### src/rtl/fm_radio_pkg.sv
// Shared constants and helpers for the FM receive chain.
// Used by the discriminator and the downstream audio stages.
package fm_radio_pkg;

    localparam int FM_DATA_WIDTH = 16;
    localparam int FM_OUT_WIDTH  = 16;
    localparam int FM_DECIM      = 40;

    // Working width of sat_signed; callers sign-extend into this width.
    localparam int SAT_W = 64;

    function automatic logic signed [SAT_W-1:0] sat_signed(
        input logic signed [SAT_W-1:0] x,
        input int                      w
    );
        logic signed [SAT_W-1:0] hi;
        logic signed [SAT_W-1:0] lo;
        hi = (64'sd1 <<< (w - 1)) - 64'sd1;
        lo = -hi - 64'sd1;
        if (x > hi) begin
            return hi;
        end else if (x < lo) begin
            return lo;
        end
        return x;
    endfunction

endpackage

### src/rtl/sample_delay_line.sv
// Resettable fixed-depth shift register that advances every clock.
// DEPTH=0 collapses to a plain wire.
module sample_delay_line #(
    parameter int DEPTH = 2,
    parameter int WIDTH = 16
) (
    input  logic             i_sysclk_40,
    input  logic             i_rst,
    input  logic [WIDTH-1:0] i_data,
    output logic [WIDTH-1:0] o_data
);

    generate
        if (DEPTH == 0) begin : g_wire
            assign o_data = i_data;
        end else begin : g_sr
            logic [WIDTH-1:0] r_taps [DEPTH];

            always_ff @(posedge i_sysclk_40) begin
                if (i_rst) begin
                    for (int k = 0; k < DEPTH; k++) begin
                        r_taps[k] <= '0;
                    end
                end else begin
                    r_taps[0] <= i_data;
                    for (int k = 1; k < DEPTH; k++) begin
                        r_taps[k] <= r_taps[k-1];
                    end
                end
            end

            assign o_data = r_taps[DEPTH-1];
        end
    endgenerate

endmodule

### src/rtl/fm_discriminator.sv
// Cross-product FM discriminator (I*dQ - Q*dI) with integrate-and-dump.
// Define FM_DISC_SAT_EN to clamp o_data and report o_sat instead of wrapping.
module fm_discriminator
    import fm_radio_pkg::*;
#(
    parameter int DATA_WIDTH = FM_DATA_WIDTH,
    parameter int OUT_WIDTH  = FM_OUT_WIDTH,
    parameter int ALIGN_DLY  = 2,
    parameter int DECIM      = FM_DECIM,
    parameter int OUT_SHIFT  = 0
) (
    input  logic                        i_sysclk_40,
    input  logic                        i_rst,
    input  logic                        i_valid,
    input  logic signed [DATA_WIDTH-1:0] i_i_data,
    input  logic signed [DATA_WIDTH-1:0] i_q_data,
    input  logic signed [DATA_WIDTH-1:0] i_di_data,
    input  logic signed [DATA_WIDTH-1:0] i_dq_data,
    output logic signed [OUT_WIDTH-1:0]  o_data,
    output logic                        o_valid,
    output logic                        o_sat
);

    localparam int PW    = 2 * DATA_WIDTH;
    localparam int DW    = PW + 1;
    localparam int ACC_W = DW + $clog2(DECIM);
    localparam int CNT_W = (DECIM > 1) ? $clog2(DECIM) : 1;

    logic [DATA_WIDTH-1:0] w_i_al;
    logic [DATA_WIDTH-1:0] w_q_al;

    sample_delay_line #(.DEPTH(ALIGN_DLY), .WIDTH(DATA_WIDTH)) u_dly_i (
        .i_sysclk_40 (i_sysclk_40),
        .i_rst       (i_rst),
        .i_data      (i_i_data),
        .o_data      (w_i_al)
    );

    sample_delay_line #(.DEPTH(ALIGN_DLY), .WIDTH(DATA_WIDTH)) u_dly_q (
        .i_sysclk_40 (i_sysclk_40),
        .i_rst       (i_rst),
        .i_data      (i_q_data),
        .o_data      (w_q_al)
    );

    logic signed [DATA_WIDTH-1:0] r_i1, r_q1, r_di1, r_dq1;
    logic                         r_v1;
    logic signed [PW-1:0]         r_p1, r_p2;
    logic                         r_v2;
    logic signed [DW-1:0]         r_d;
    logic                         r_v3;
    logic signed [ACC_W-1:0]      r_acc;
    logic [CNT_W-1:0]             r_cnt;
    logic signed [ACC_W-1:0]      r_dump;
    logic                         r_dump_v;
    logic signed [OUT_WIDTH-1:0]  r_data;
    logic                         r_valid;

    logic signed [ACC_W-1:0] w_sum;
    logic signed [ACC_W-1:0] w_shifted;

    assign w_sum     = r_acc + ACC_W'(r_d);
    assign w_shifted = r_dump >>> OUT_SHIFT;

    always_ff @(posedge i_sysclk_40) begin
        if (i_rst) begin
            r_i1     <= '0;
            r_q1     <= '0;
            r_di1    <= '0;
            r_dq1    <= '0;
            r_v1     <= 1'b0;
            r_p1     <= '0;
            r_p2     <= '0;
            r_v2     <= 1'b0;
            r_d      <= '0;
            r_v3     <= 1'b0;
            r_acc    <= '0;
            r_cnt    <= '0;
            r_dump   <= '0;
            r_dump_v <= 1'b0;
        end else begin
            r_i1     <= w_i_al;
            r_q1     <= w_q_al;
            r_di1    <= i_di_data;
            r_dq1    <= i_dq_data;
            r_v1     <= i_valid;
            r_p1     <= PW'(r_i1) * PW'(r_dq1);
            r_p2     <= PW'(r_q1) * PW'(r_di1);
            r_v2     <= r_v1;
            r_d      <= DW'(r_p1) - DW'(r_p2);
            r_v3     <= r_v2;
            r_dump_v <= 1'b0;
            if (r_v3) begin
                if (r_cnt == CNT_W'(DECIM - 1)) begin
                    r_dump   <= w_sum;
                    r_dump_v <= 1'b1;
                    r_acc    <= '0;
                    r_cnt    <= '0;
                end else begin
                    r_acc <= w_sum;
                    r_cnt <= r_cnt + CNT_W'(1);
                end
            end
        end
    end

`ifdef FM_DISC_SAT_EN
    logic signed [SAT_W-1:0] w_ext;
    logic signed [SAT_W-1:0] w_clip;
    logic                    r_sat;

    assign w_ext  = {{(SAT_W-ACC_W){w_shifted[ACC_W-1]}}, w_shifted};
    assign w_clip = sat_signed(w_ext, OUT_WIDTH);

    // Shift/clip sits in its own register stage after the dump.
    always_ff @(posedge i_sysclk_40) begin
        if (i_rst) begin
            r_data  <= '0;
            r_valid <= 1'b0;
            r_sat   <= 1'b0;
        end else begin
            r_valid <= r_dump_v;
            if (r_dump_v) begin
                r_data <= OUT_WIDTH'(w_clip);
                r_sat  <= (w_clip != w_ext);
            end
        end
    end

    assign o_sat = r_sat;
`else
    always_ff @(posedge i_sysclk_40) begin
        if (i_rst) begin
            r_data  <= '0;
            r_valid <= 1'b0;
        end else begin
            r_valid <= r_dump_v;
            if (r_dump_v) begin
                r_data <= OUT_WIDTH'(w_shifted);
            end
        end
    end

    assign o_sat = 1'b0;
`endif

    assign o_data  = r_data;
    assign o_valid = r_valid;

endmodule
### config.mk
export PLATFORM = sky130hd
export DESIGN_NAME = fm_discriminator
export DESIGN_NICKNAME = d
export VERILOG_FILES = /design/src/rtl/fm_radio_pkg.sv /design/src/rtl/sample_delay_line.sv /design/src/rtl/fm_discriminator.sv
export SDC_FILE = /design/constraint.sdc
export NUM_CORES = 1
export LEC_CHECK = 0
export ABC_AREA = 1
export CAP_MARGIN = 20
export CORE_MARGIN = 3
export CORE_UTILIZATION = 60
export DETAILED_ROUTE_END_ITERATION = 7
export PLACE_DENSITY = 0.79
export SLEW_MARGIN = 15
export SYNTH_ARGS = -nofsm -noshare
export SYNTH_HDL_FRONTEND = slang
export SYNTH_HIERARCHICAL = 1
export SYNTH_SLANG_ARGS = --single-unit
### constraint.sdc
create_clock -name i_sysclk_40 -period 7.1 [get_ports i_sysclk_40]
set_clock_uncertainty 0.15 [all_clocks]
set_input_delay 1.42 -clock i_sysclk_40 [delete_from_list [all_inputs] [get_ports i_sysclk_40]]
set_output_delay 1.42 -clock i_sysclk_40 [all_outputs]
set_load 0.05 [all_outputs]
==> results.py <==
metrics = {
    "status": {
        "status": "complete, no violations",
    },
    "synth": {
        "ys_ff_latch": 235,
        "synth_area_per_cell_um2": 7.38,
        "synth-seq-area-share_pct": 26.5,
        "synthesis.nets": 2782,
        "yosys_warnings": 6,
        "synth_edf_count": 0,
        "ys_types": 44,
        "syn-cell-area_um2": 17700,
        "ys.flop_type": "dfxtp_1",
        "async_flop_share_pct": 0,
        "synth_cells": 2402,
    },
    "min_path": {
        "hold_path.class": "flip-flop to flip-flop",
        "holdPathStages": 2,
        "min_from": "u_dly_i/g_sr.r_taps[0][22]",
        "min_to": "r_i1[6]",
    },
    "floorplan": {
        "die_x_um": 178,
        "initial_utilization_pct": 61.3,
        "coreArea_um2": 28900,
        "die_area_um2": 31600,
        "ios": 85,
        "rows": 62,
        "die_y_um": 178,
    },
    "cts": {
        "cts.repair.resized": 0,
        "holdBufCountCts": 0,
        "clk_pin_slew_ns": 0.07,
        "cts_inserted_buffers": 25,
        "clkLatencyLatePin_ns": 0.53,
        "clockBufferDepth": 3,
        "htreeDepth": 1,
        "cts_tree": "yes",
        "cts.sinks": 235,
        "cts-root-buf": "clkbuf_16",
        "postCtsSetupBuffers": 0,
    },
    "cells_and_area": {
        "drive_above_1_share_pct": 2.93,
        "final_nets": 2788,
        "syn2layout_area_growth_pct": 8.79,
        "diodes": 0,
        "final_cell_mix": "645 x inv_1, 514 x nand2_1, 235 x dfxtp_1",
        "top_regs": "u_dly_i/g_sr.r_taps (32), u_dly_q/g_sr.r_taps (32)",
        "nFillCells": 2464,
        "final_common_cell": "inv_1",
    },
    "setup_path": {
        "cp_cell_sequence": "nand2_1 -> fa_1 -> fa_1 -> fa_1 -> fa_1 -> inv_1 -> fa_1 -> inv_1 -> fa_1 -> inv_1 -> ha_1 -> inv_1 -> o21bai_1 -> a31oi_1 -> nand3_1 -> nand2_1 -> nand2_1 -> a21oi_1 -> a21oi_1 -> and2_1",
        "cpPeakStageDelay_ns": 0.75,
        "critPathMostFrequentCell": "fa_1",
        "cp.required_ns": 7.37,
        "reg2reg_depth": 20,
        "cpMaxStageDelayCell": "dfxtp_1",
        "crit_buf_inv": 4,
        "r2r-start": "r_dq1[1]",
        "worstSetupPathType": "flip-flop to flip-flop",
        "start_kind": "flip-flop",
        "worstSetupEndpointType": "flip-flop",
        "rr_endpoint": "r_p1[14]",
        "crit_arrival_ns": 6.04,
        "r2r_slack_ns": 1.32,
        "crit_family": "adder cells",
        "cp_max_fo": 16,
    },
    "grt": {
        "grt_pass1_vias": 14300,
        "grt-ovfl-total": 0,
        "met3_usage_pct": 2.74,
        "grt_max_degree": 66,
        "grtUsageTotal_pct": 23.9,
        "busiest_layer": "met2",
        "grt_pass1_wl_um": 63000,
        "antenna_found_initial": 0,
        "use_met1_pct": 29.6,
        "use_met2_pct": 43.7,
    },
    "placed_design": {
        "port-buffer-count": 83,
        "place_hpwl_um": 27900,
        "globalplace.congestion": 0.941,
    },
    "sta": {
        "max_freq_ghz": 0.173,
        "finalHoldViolations": 0,
        "setup_tns_ns": 0,
        "tightest_slew_ns": 0.844,
        "drv_slew": 0,
        "period_needed_ns": 5.78,
        "rsz0062_at_grt": "no",
        "fin_crit_sh_pct": 81.3,
        "hold_slack_ns": 0.248,
        "relSlewSlack_pct": 43.7,
        "setup_viol": 0,
    },
    "pwr": {
        "leakage_nw": 10.7,
        "pwr-share-clk_pct": 42.1,
        "ir_worst_vdd_mv": 0.178,
        "power.density_nw_per_um2": 166,
        "switchingPower_mw": 0.844,
        "comb_power_share_pct": 13.0,
        "sequentialPowerShare_pct": 44.9,
        "swShare_pct": 26.3,
        "intPower_mw": 2.36,
    },
    "routing": {
        "wl_um": 36000,
        "vias_per_cell": 4.93,
        "vias": 13900,
        "drcViolationCount": 0,
        "wl_per_cell_um": 12.8,
        "dr.pass1.iters": 5,
        "drtIter0Drc": 785,
        "ant_nets": 0,
    },
    "flow_run": {
        "maxCapViolCount": 0,
    },
}
-- per-stage QoR --
step	cells	instance area, µm²	util (%)	power (mW)	setup slack [ns]
2_1_floorplan	2402	17700	-	1.77	1.78
3_3_place_gp	2765	18400	63.6	1.87	1.62
3_5_place_dp	2765	18400	63.6	1.88	1.40
4_1_cts	2810	19300	66.6	3.24	1.36
5_1_grt	2810	19300	66.6	3.36	1.05
6_report	2810	19300	66.6	3.21	1.32
-- cells by family (layout without fill, tap and decap cells) --
family	Yosys count	after routing	synth area share, %
buffers and inverters	761	785	17.5
adders and majority gates	313	313	28.9
xor gates and xnor gates	29	29	1.43
DFF	235	235	26.5
other	1	1	0.0212
and+or+nand+nor	870	870	19.8
AOI/OAI and AO/OA	193	193	5.81
-- worst min-delay path, stage by stage, from the launching register on --
cell,delay [ns]
dfxtp_1,0.30
inv_1,0.04
nor2_1,0.03
-- synthesized netlist by cell type (3+ instances only) --
cell type / n / share of area [%]
o21ai_1: 4 / 0.11
clkinv_1: 3 / 0.064
nand3b_1: 4 / 0.17
dfxtp_1: 235 / 27
a21oi_1: 103 / 2.9
nand3_1: 100 / 2.8
nor2_1: 216 / 4.6
o21bai_1: 5 / 0.21
xnor2_1: 10 / 0.49
nand3_2: 3 / 0.17
o21a_1: 8 / 0.34
nand2_2: 9 / 0.32
inv_1: 645 / 14
buf_2: 9 / 0.25
a31oi_1: 4 / 0.14
o31ai_1: 4 / 0.17
nand4_1: 5 / 0.18
clkbuf_1: 35 / 0.74
buf_6: 8 / 0.51
xor2_1: 19 / 0.94
fa_1: 160 / 18
nand2_1: 514 / 11
o21ai_0: 59 / 1.7
buf_1: 10 / 0.21
ha_1: 153 / 11
buf_4: 44 / 1.9
inv_2: 5 / 0.11
nor3_1: 9 / 0.25
-- power groups by stage --
stage	logic (mW)	clock network [mW]	registers (mW)
global route	0.486	1.43	1.45
floorplan	0.341	0	1.43
detailed placement	0.414	0	1.47
global placement	0.405	0	1.47
finish	0.417	1.35	1.44
CTS	0.419	1.38	1.44
-- how the worst max path moves through the flow --
stage                        start  endpoint  slack (ns)  depth (start not counted)
after floorplan           r_dq1[3]  r_p1[14]        1.78                         21
after global placement    r_dq1[3]  r_p1[15]        1.62                         21
after detailed placement  r_dq1[3]  r_p1[14]        1.40                         20
after CTS                 r_dq1[3]  r_p1[14]        1.36                         20
after global routing      r_dq1[1]  r_p1[14]        1.05                         20
final                     r_dq1[1]  r_p1[14]        1.32                         20
-- metal layers --
layer	vias to the layer above	share of wire (%)	routed length, µm
met3	81	4.8	1740
met4	0	2.8	1010
met2	372	49	17800
met5	-	0	0
met1	6397	43	15500
li1	7002	-	-
-- area by class of cell --
type / count / area (µm²) / share of cell area, %
multi-input combinational: 1406 / 9910 / 51.4
sequential: 235 / 4700 / 24.4
inverter: 653 / 2450 / 12.7
timing repair buffer: 87 / 858 / 4.45
clock buffer: 32 / 702 / 3.64
tap: 384 / 480 / 2.49
clock inverter: 13 / 170 / 0.883
Power figures use the tool's default switching activity.
